===== config.mk =====
export PLATFORM = sky130hd
export DESIGN_NAME = bsg_dll_lock_ctrl
export DESIGN_NICKNAME = d
export VERILOG_FILES = /design/src/rtl/bsg_dll_lock_ctrl.sv
export SDC_FILE = /design/constraint.sdc
export NUM_CORES = 1
export LEC_CHECK = 0
export ABC_AREA = 1
export BUFFER_PORTS_ARGS = -buffer_cell sky130_fd_sc_hd__buf_2
export CAP_MARGIN = 40
export CORE_MARGIN = 1
export CORE_UTILIZATION = 40
export DETAILED_ROUTE_END_ITERATION = 8
export PLACE_DENSITY_LB_ADDON = 0.08
export SKIP_LAST_GASP = 1
export SLEW_MARGIN = 20
export SYNTH_ARGS = -nofsm -noshare
export SYNTH_HDL_FRONTEND = slang
export SYNTH_SLANG_ARGS = --single-unit

===== constraint.sdc =====
create_clock -name clk_i -period 3.2 [get_ports clk_i]
set_clock_uncertainty 0.15 [all_clocks]
set_input_delay 0.64 -clock clk_i [delete_from_list [all_inputs] [get_ports clk_i]]
set_output_delay 0.64 -clock clk_i [all_outputs]
set_load 0.05 [all_outputs]

===== src/rtl/bsg_dll_lock_ctrl.sv =====
// DLL lock controller.
// Servos a delay-line control code until the measured period count matches
// a latched target. It runs a binary search first, then +/-1 tracking, and
// declares lock after lock_cnt_p consecutive in-tolerance samples.
//
// Ports
//   clk_i         sole clock, rising edge
//   reset_n_i     synchronous active-low reset
//   en_i          level enable; low forces IDLE
//   target_i      desired period count, latched when leaving IDLE
//   meas_v_i      period-count sample valid
//   meas_i        period-count sample
//   meas_ready_o  sample accepted when meas_v_i & meas_ready_o
//   ctl_o         registered delay-line control code
//   ctl_v_o       one-cycle pulse in the cycle ctl_o takes a new value
//   locked_o      loop locked
//   err_o         sticky: correction requested beyond code range
//
// state  | meaning
// IDLE   | loop disabled, samples dropped, ctl_o held
// SEARCH | binary search on the code, step halves per bad sample
// TRACK  | +/-1 corrections, counting consecutive good samples
// LOCKED | lock declared; a bad sample drops back to TRACK
module bsg_dll_lock_ctrl #(
   parameter int count_width_p = 8,
   parameter int ctl_width_p   = 6,
   parameter int tol_p         = 1,
   parameter int lock_cnt_p    = 4,
   parameter int settle_p      = 2
) (
   input  logic                     clk_i,
   input  logic                     reset_n_i,
   input  logic                     en_i,
   input  logic [count_width_p-1:0] target_i,
   input  logic                     meas_v_i,
   input  logic [count_width_p-1:0] meas_i,
   output logic                     meas_ready_o,
   output logic [ctl_width_p-1:0]   ctl_o,
   output logic                     ctl_v_o,
   output logic                     locked_o,
   output logic                     err_o
);

   localparam int GW = (lock_cnt_p < 2) ? 1 : $clog2(lock_cnt_p + 1);
   localparam int SW = (settle_p < 2) ? 1 : $clog2(settle_p + 1);

   localparam logic [ctl_width_p-1:0]   CTL_MAX  = '1;
   localparam logic [ctl_width_p-1:0]   CTL_MID  = ctl_width_p'(1) << (ctl_width_p - 1);
   localparam logic [ctl_width_p-1:0]   STEP_0   = ctl_width_p'(1) << (ctl_width_p - 2);
   localparam logic [count_width_p:0]   TOL      = (count_width_p + 1)'(tol_p);
   localparam logic [SW-1:0]            SETTLE   = SW'(settle_p);
   localparam logic [GW-1:0]            LOCK_N   = GW'(lock_cnt_p);

   typedef enum logic [1:0] {
      IDLE   = 2'd0,
      SEARCH = 2'd1,
      TRACK  = 2'd2,
      LOCKED = 2'd3
   } state_t;

   state_t                   state_q, state_d;
   logic [count_width_p-1:0] target_q, target_d;
   logic [ctl_width_p-1:0]   ctl_q, ctl_d;
   logic [ctl_width_p-1:0]   step_q, step_d;
   logic [GW-1:0]            good_q, good_d;
   logic [SW-1:0]            settle_q, settle_d;
   logic                     ctl_v_q, ctl_v_d;
   logic                     locked_q, locked_d;
   logic                     err_q, err_d;
   logic                     ready_q;

   // sample classification against the latched target, one bit wider so
   // the magnitude never wraps
   logic                     accept;
   logic                     low;
   logic [count_width_p:0]   mag;
   logic                     good_s;
   logic [ctl_width_p:0]     sum_up;
   logic [ctl_width_p-1:0]   srch_ctl;
   logic [ctl_width_p-1:0]   trk_ctl;
   logic                     trk_at_limit;
   logic                     track_bad;
   logic [GW-1:0]            good_inc;

   always_comb begin
      accept       = meas_v_i & ready_q;
      low          = meas_i < target_q;
      mag          = low ? ({1'b0, target_q} - {1'b0, meas_i})
                         : ({1'b0, meas_i} - {1'b0, target_q});
      good_s       = mag <= TOL;
      sum_up       = {1'b0, ctl_q} + {1'b0, step_q};
      if (low)
         srch_ctl = sum_up[ctl_width_p] ? CTL_MAX : sum_up[ctl_width_p-1:0];
      else
         srch_ctl = (ctl_q < step_q) ? '0 : (ctl_q - step_q);
      trk_at_limit = low ? (ctl_q == CTL_MAX) : (ctl_q == '0);
      trk_ctl      = low ? (ctl_q + ctl_width_p'(1)) : (ctl_q - ctl_width_p'(1));
      good_inc     = good_q + GW'(1);
   end

   always_comb begin
      state_d   = state_q;
      target_d  = target_q;
      ctl_d     = ctl_q;
      step_d    = step_q;
      good_d    = good_q;
      settle_d  = settle_q;
      ctl_v_d   = 1'b0;
      locked_d  = locked_q;
      err_d     = err_q;
      track_bad = 1'b0;

      if (!en_i) begin
         state_d  = IDLE;
         locked_d = 1'b0;
      end else if (state_q == IDLE) begin
         state_d  = SEARCH;
         target_d = target_i;
         ctl_d    = CTL_MID;
         step_d   = STEP_0;
         ctl_v_d  = 1'b1;
         settle_d = SETTLE;
         good_d   = '0;
         err_d    = 1'b0;
         locked_d = 1'b0;
      end else if (accept && (settle_q != '0)) begin
         settle_d = settle_q - SW'(1);
      end else if (accept) begin
         unique case (state_q)
            SEARCH: begin
               if (good_s) begin
                  good_d = GW'(1);
                  if (lock_cnt_p == 1) begin
                     state_d  = LOCKED;
                     locked_d = 1'b1;
                  end else begin
                     state_d = TRACK;
                  end
               end else if (step_q != '0) begin
                  step_d = step_q >> 1;
                  // a saturated step that lands on the current code is not a change
                  if (srch_ctl != ctl_q) begin
                     ctl_d    = srch_ctl;
                     ctl_v_d  = 1'b1;
                     settle_d = SETTLE;
                  end
               end else begin
                  state_d   = TRACK;
                  track_bad = 1'b1;
               end
            end
            TRACK: begin
               if (good_s) begin
                  good_d = good_inc;
                  if (good_inc == LOCK_N) begin
                     state_d  = LOCKED;
                     locked_d = 1'b1;
                  end
               end else begin
                  track_bad = 1'b1;
               end
            end
            LOCKED: begin
               if (!good_s) begin
                  state_d   = TRACK;
                  locked_d  = 1'b0;
                  track_bad = 1'b1;
               end
            end
            default: begin
               state_d = IDLE;
            end
         endcase
      end

      if (track_bad) begin
         good_d = '0;
         if (trk_at_limit) begin
            err_d = 1'b1;
         end else begin
            ctl_d    = trk_ctl;
            ctl_v_d  = 1'b1;
            settle_d = SETTLE;
         end
      end
   end

   always_ff @(posedge clk_i) begin
      if (!reset_n_i) begin
         state_q  <= IDLE;
         target_q <= '0;
         ctl_q    <= '0;
         step_q   <= '0;
         good_q   <= '0;
         settle_q <= '0;
         ctl_v_q  <= 1'b0;
         locked_q <= 1'b0;
         err_q    <= 1'b0;
         ready_q  <= 1'b0;
      end else begin
         state_q  <= state_d;
         target_q <= target_d;
         ctl_q    <= ctl_d;
         step_q   <= step_d;
         good_q   <= good_d;
         settle_q <= settle_d;
         ctl_v_q  <= ctl_v_d;
         locked_q <= locked_d;
         err_q    <= err_d;
         ready_q  <= 1'b1;
      end
   end

   assign meas_ready_o = ready_q;
   assign ctl_o        = ctl_q;
   assign ctl_v_o      = ctl_v_q;
   assign locked_o     = locked_q;
   assign err_o        = err_q;

endmodule


== Word-level counts from Yosys, hierarchy flattened ==
Index checks and enable logic that the tools add are counted.
W data, S select, Z words.

* Add/sub/neg operators: 8
* $mul: 0
* Div/mod/pow operators: 0
* Magnitude comparators: 3
* Eq/ne operators: 17
* Shift operators: 0
* Multiplexer cells: 74
* Bitwise gates (word level): 4
* Reductions and logical operators: 20

{| class="wikitable"
|+ Operators with widths
! cell !! count
|-
| $mux W6 || 20
|-
| $mux W2 || 15
|-
| $reduce_and A6 Y1 || 5
|-
| $mux W1 || 29
|-
| $sub A8 B8 Y9 || 2
|-
| $mux W3 || 5
|-
| $ne A3 B3 Y1 const B || 5
|-
| $reduce_bool A2 Y1 || 5
|-
| $le A9 B1 Y1 const B || 1
|-
| $mux W9 || 1
|-
| $lt A8 B8 Y1 || 1
|-
| $ne A2 B2 Y1 const B || 4
|-
| $add A6 B6 Y7 || 1
|-
| $add A6 B1 Y6 const B || 1
|-
| $eq A6 B6 Y1 const B || 1
|-
| $logic_not A6 Y1 || 1
|-
| $lt A6 B6 Y1 || 1
|-
| $ne A6 B6 Y1 || 1
|-
| $pmux W2 S3 || 1
|-
| $pmux W3 S2 || 1
|-
| $reduce_bool A6 Y1 || 1
|-
| $sub A6 B1 Y6 const B || 1
|-
| $sub A6 B6 Y6 || 1
|-
| $eq A2 B2 Y1 const B || 2
|-
| 15 further kinds || 20
|}

* Bits in registers: 31
* Latch bits: 0
* RAM bits: 0
* Memory bits (read-only): 0
* Input port bits: 20
* Output and inout port bits: 10
* Word-level logic and storage cells: 137
* Memories: 0

== Longest topological paths before layout ==
* Word-level depth: 14
* Gate-level depth with buffers: 24

== Worst setup path after synthesis ==
No wires, ideal clock.

* Path kind: input-to-reg
* From: input port meas_i[3]
* To: register ctl_q[5], in the netlist ctl_o[5]
* Setup time: 70 ps
* Arrival time: 3064 ps
* Required time: 2980 ps
* Slack: -84 ps
* Cell stages on the path: 20
* Path buffers: 3
* Cell sequence: inv_1 > ha_1 > buf_4 > nand2_2 > inv_2 > nand2_2 > nand2_1 > nand2_1 > nand3_2 > buf_6 > buf_6 > ha_1 > nand2_1 > nor2_1 > a211oi_1 > o21ai_0 > a21oi_1 > xor2_1 > o21ai_0 > a21oi_1

* Word-level cells in the longest chain between the ends: 13
* Elaborated cells between the ends (all ways): 26
* Those cells by class: 2 x add/sub; 2 x order compare; 1 x eq/ne; 21 x mux

{| class="wikitable"
|+ Ends and longest elaborated chain
! item !! RTL line !! source
|-
| start: declaration || 36 || <nowiki>input logic [count_width_p-1:0] meas_i,</nowiki>
|-
| branches (longest 12 deep; another with $sub A8 B8 Y9) || - ||
|-
| $mux W6 * || 176 || <nowiki>if (track_bad) begin</nowiki>
|-
| end signal: assignment || 203 || <nowiki>ctl_q <= ctl_d;</nowiki>
|-
| end: declaration || 63 || <nowiki>logic [ctl_width_p-1:0] ctl_q, ctl_d;</nowiki>
|}

Mark *: on every way between the ends.
A chain may end at the register's enable or synchronous reset.

== Final worst setup path ==
* From: input port meas_i[0]
* To: register settle_q[1]

* Word-level cells in the longest chain between the ends: 13
* Elaborated cells between the ends (all ways): 25
* Those cells by class: 2 x add/sub; 2 x order compare; 1 x eq/ne; 20 x mux

{| class="wikitable"
|+ Ends and longest elaborated chain
! item !! RTL line !! source
|-
| branches (longest 12 deep; another with $sub A8 B8 Y9) || - ||
|-
| $mux W2 * || 176 ||
|-
| end signal: assignment || 206 || <nowiki>settle_q <= settle_d;</nowiki>
|-
| end: declaration || 66 || <nowiki>logic [SW-1:0] settle_q, settle_d;</nowiki>
|}

Marked as above.

==> results.yml <==
run_status:
  status: "complete, no violations"
synth:
  syn_area_per_cell_um2: 6.055
  netlist-cell-type-count: 36
  synth_top_family_by_area: "simple AND/OR/NAND/NOR gates"
  yosys-top-cells-area: "dfxtp_1 18%, nand2_1 18%, ha_1 12%"
  synth_xor_area_share_pct: 3.649
  synthMuxAreaShare_pct: 0
  synth_largest_area_cell: "dfxtp_1"
  yosys_warnings: 0
  ys_seq_elements: 30
  synth_nets: 613
  synth_compound_area_share_pct: 12.96
  synthSimpleGateAreaFrac_pct: 36.71
  synth_top_area_share_pct: 17.87
  netlist_area_mm2: 0.003361
  ys_seq_area_share_pct: 17.87
  synthAdderAreaFrac_pct: 15.26
  synthCells: 555
route:
  vias: 3590
  drt_iter0_drc: 145
  wl_per_cell_um: 12.93
  drc: 0
  routed_wl_um: 9324
  ant_nets: 0
  firstDrtPassIters: 5
  vias_per_cell: 4.979
worst_setup_path:
  crit_required_ns: 3.29
  path_class: "in2reg"
  cpMostUsedCell: "nand2_1"
  cp-startpoint: "meas_i[0]"
  arrival_ns: 2.99
  endpoint_kind: "flop"
  path_max_fanout: 8
  startpoint_type: "primary input"
  path_cells: "buf_2, inv_1, ha_1, fa_1, nand3b_1, nand2_1, xor2_1, nand2_1, nand2_1, inv_1, nand2_1, nor2_2, nand2_4, nand2_2, nor2_4, nand2_2, o211ai_2, nand2_1, nand2_1"
  cp_num_buf_inv: 3
  critPathTopFamily: "simple AND/OR/NAND/NOR gates"
  slowest_stage: "fa_1"
  slowest_delay_ns: 0.39
  r2r_start: "ctl_o[0]"
die:
  fp.dieH_um: 93.66
  initial_core_util_pct: 41.11
  coreArea_mm2: 0.008175
  die_x_um: 93.66
  die-area_mm2: 0.008772
  io_pins: 30
  fp-row-count: 33
layout:
  antenna_cells: 0
  nFillCells: 901
  nets: 673
  final_area_mm2: 0.003965
  area_growth_pct: 17.98
  drive_gt1_share_pct: 15.91
  utilization_pct: 48.50
placement:
  preCtsSetupSlack_ns: -0.1518
  port_buffers: 29
  placed_area_mm2: 0.003857
  dp_hpwl_um: 7676
  place_congestion: 0.8597
global_route:
  antenna_found_initial: 0
  track_usage_pct: 22.82
  grt_pass1_wl_um: 15750
  grt-ovfl-total: 0
  grt_max_degree: 20
  grt_pass1_vias: 3479
run:
  drv_cap: 0
pwr:
  power_mw: 1.450
  ir_drop_mv: 0.1885
  pwr_density_cell_mw_per_mm2: 365.6
  p_leak_nw: 2.186
min_path:
  min_from: "err_o"
  min_path_type: "reg2reg"
timing:
  setup_viol: 0
  finalSetupTns_ns: 0
  clock.fmax_mhz: 345.3
  post-route-period-util_pct: 90.49
  tightest_slew_ns: 0.4829
  rsz0062_at_grt: "false"
  slew_headroom_pct: 67.69
  fin_ws_ns: 0.3044
  finalCriticalPeriod_ns: 2.896
  slew_viol_final: 0
  timing.final.hold_violations: 0
cts:
  ctsHoldBuffers: 0
  insertion_delay_ns: 0.29
  cts_tree: "done"
  cts_resized: 0
  cts_setup_buffers: 0
  cts_max_path_buffers: 2
  h-tree-depth: 2
  cts_sinks: 30
  clockRootBuffer: "clkbuf_8"
  cts_made_buffers: 5
  clk_pin_slew_worst_paths_ns: 0.08
cell families (layout without fill, tap and decap cells):
kind of cell    count (synthesis)  count (layout)
fa+ha+maj                      38              38
buf+inv                       112             173
compound gates                 81              81
xor+xnor                       14              14
flops                          30              30
simple gates                  280             280
power by group:
| part | internal [mW] | switching, mW |
|---|---|---|
| logic | 0.273 | 0.421 |
| clock network | 0.173 | 0.160 |
| registers | 0.400 | 0.0231 |
per-layer routing:
layer / share of wire, % / vias to the layer above / GRT usage, % / routed length [um]
li1: - / 1881 / - / -
met1: 45 / 1637 / 27.10 / 4217
met2: 50 / 55 / 42.89 / 4695
met3: 2.7 / 17 / 2.508 / 249
met4: 1.7 / 0 / 6.410 / 161
met5: 0 / - / 0 / 0
tightest hold or removal path, cell delays in order (launching register included):
cell and delay, ns:
dfxtp_1 0.31, nand2_1 0.07, a21oi_1 0.06
Yosys cell counts:
cell,number
nand4_1,15
xor2_1,8
dfxtp_1,30
fa_1,5
clkinv_1,3
o41ai_1,1
ha_1,33
clkbuf_1,3
or2_2,2
buf_2,4
nor3_1,3
a21oi_1,39
nor2_1,34
nand3_2,2
and3_1,1
a211oi_1,4
o21ai_1,4
buf_6,3
o21ai_0,29
o211ai_1,2
xnor2_1,6
inv_1,95
nor2_2,4
nand2_2,4
or2_4,1
nand2_4,1
nand3b_1,1
nand2_1,160
o211ai_2,1
nand3_1,47
a21oi_2,1
inv_2,2
nor4_1,2
nor3_2,1
buf_4,2
nor2_4,2
final cells by class:
cell class / instances / area, um2 / share of cell area, %
repair buffers: 65 / 427.9 / 10.79
clock inverters: 2 / 12.51 / 0.3156
inverters: 100 / 375.4 / 9.467
clock buffers: 6 / 82.58 / 2.083
multi-input cells: 413 / 2335 / 58.88
flip-flops and latches: 30 / 600.6 / 15.15
well taps: 105 / 131.4 / 3.313
sequential cells by signal (all words and copies together), names as in the netlist:
name / cells
step_q: 5
err_o: 1
ctl_v_o: 1
locked_o: 1
good_q: 3
target_q: 8
settle_q: 2
state_q: 2
ctl_o: 6
meas_ready_o: 1
metrics by stage:
stage / std cells / hold slack, ns
floorplan: 555 / 0.3006
global placement: 713 / 0.3035
detailed placement: 713 / 0.3181
CTS: 721 / 0.3290
global route: 721 / 0.3413
finish: 721 / 0.3258
placed cells by master (no fill, tap or decap), types with 2 or more instances in the layout:
cell type,count
nand2_1,158
inv_1,95
nand3_1,47
a21oi_1,39
buf_4,35
nor2_1,34
ha_1,32
dfxtp_1,30
buf_2,29
o21ai_0,28
nand4_1,15
xor2_1,8
nand2_2,6
xnor2_1,6
clkbuf_8,6
o21ai_1,5
fa_1,5
nor2_2,4
nor3_1,3
a211oi_1,3
clkinv_1,3
inv_2,2
nor2_4,2
or2_2,2
nor4_1,2
o211ai_1,2
worst paths after layout:
path	endpoint	slack, ns	depth (start not counted)
setup / recovery	settle_q[1]	0.30	19
hold / removal	err_o	0.33	2
setup reg to reg	ctl_o[2]	0.34	19
hold reg to reg	err_o	0.33	2
No activity file was read; power rests on OpenSTA's default activity.
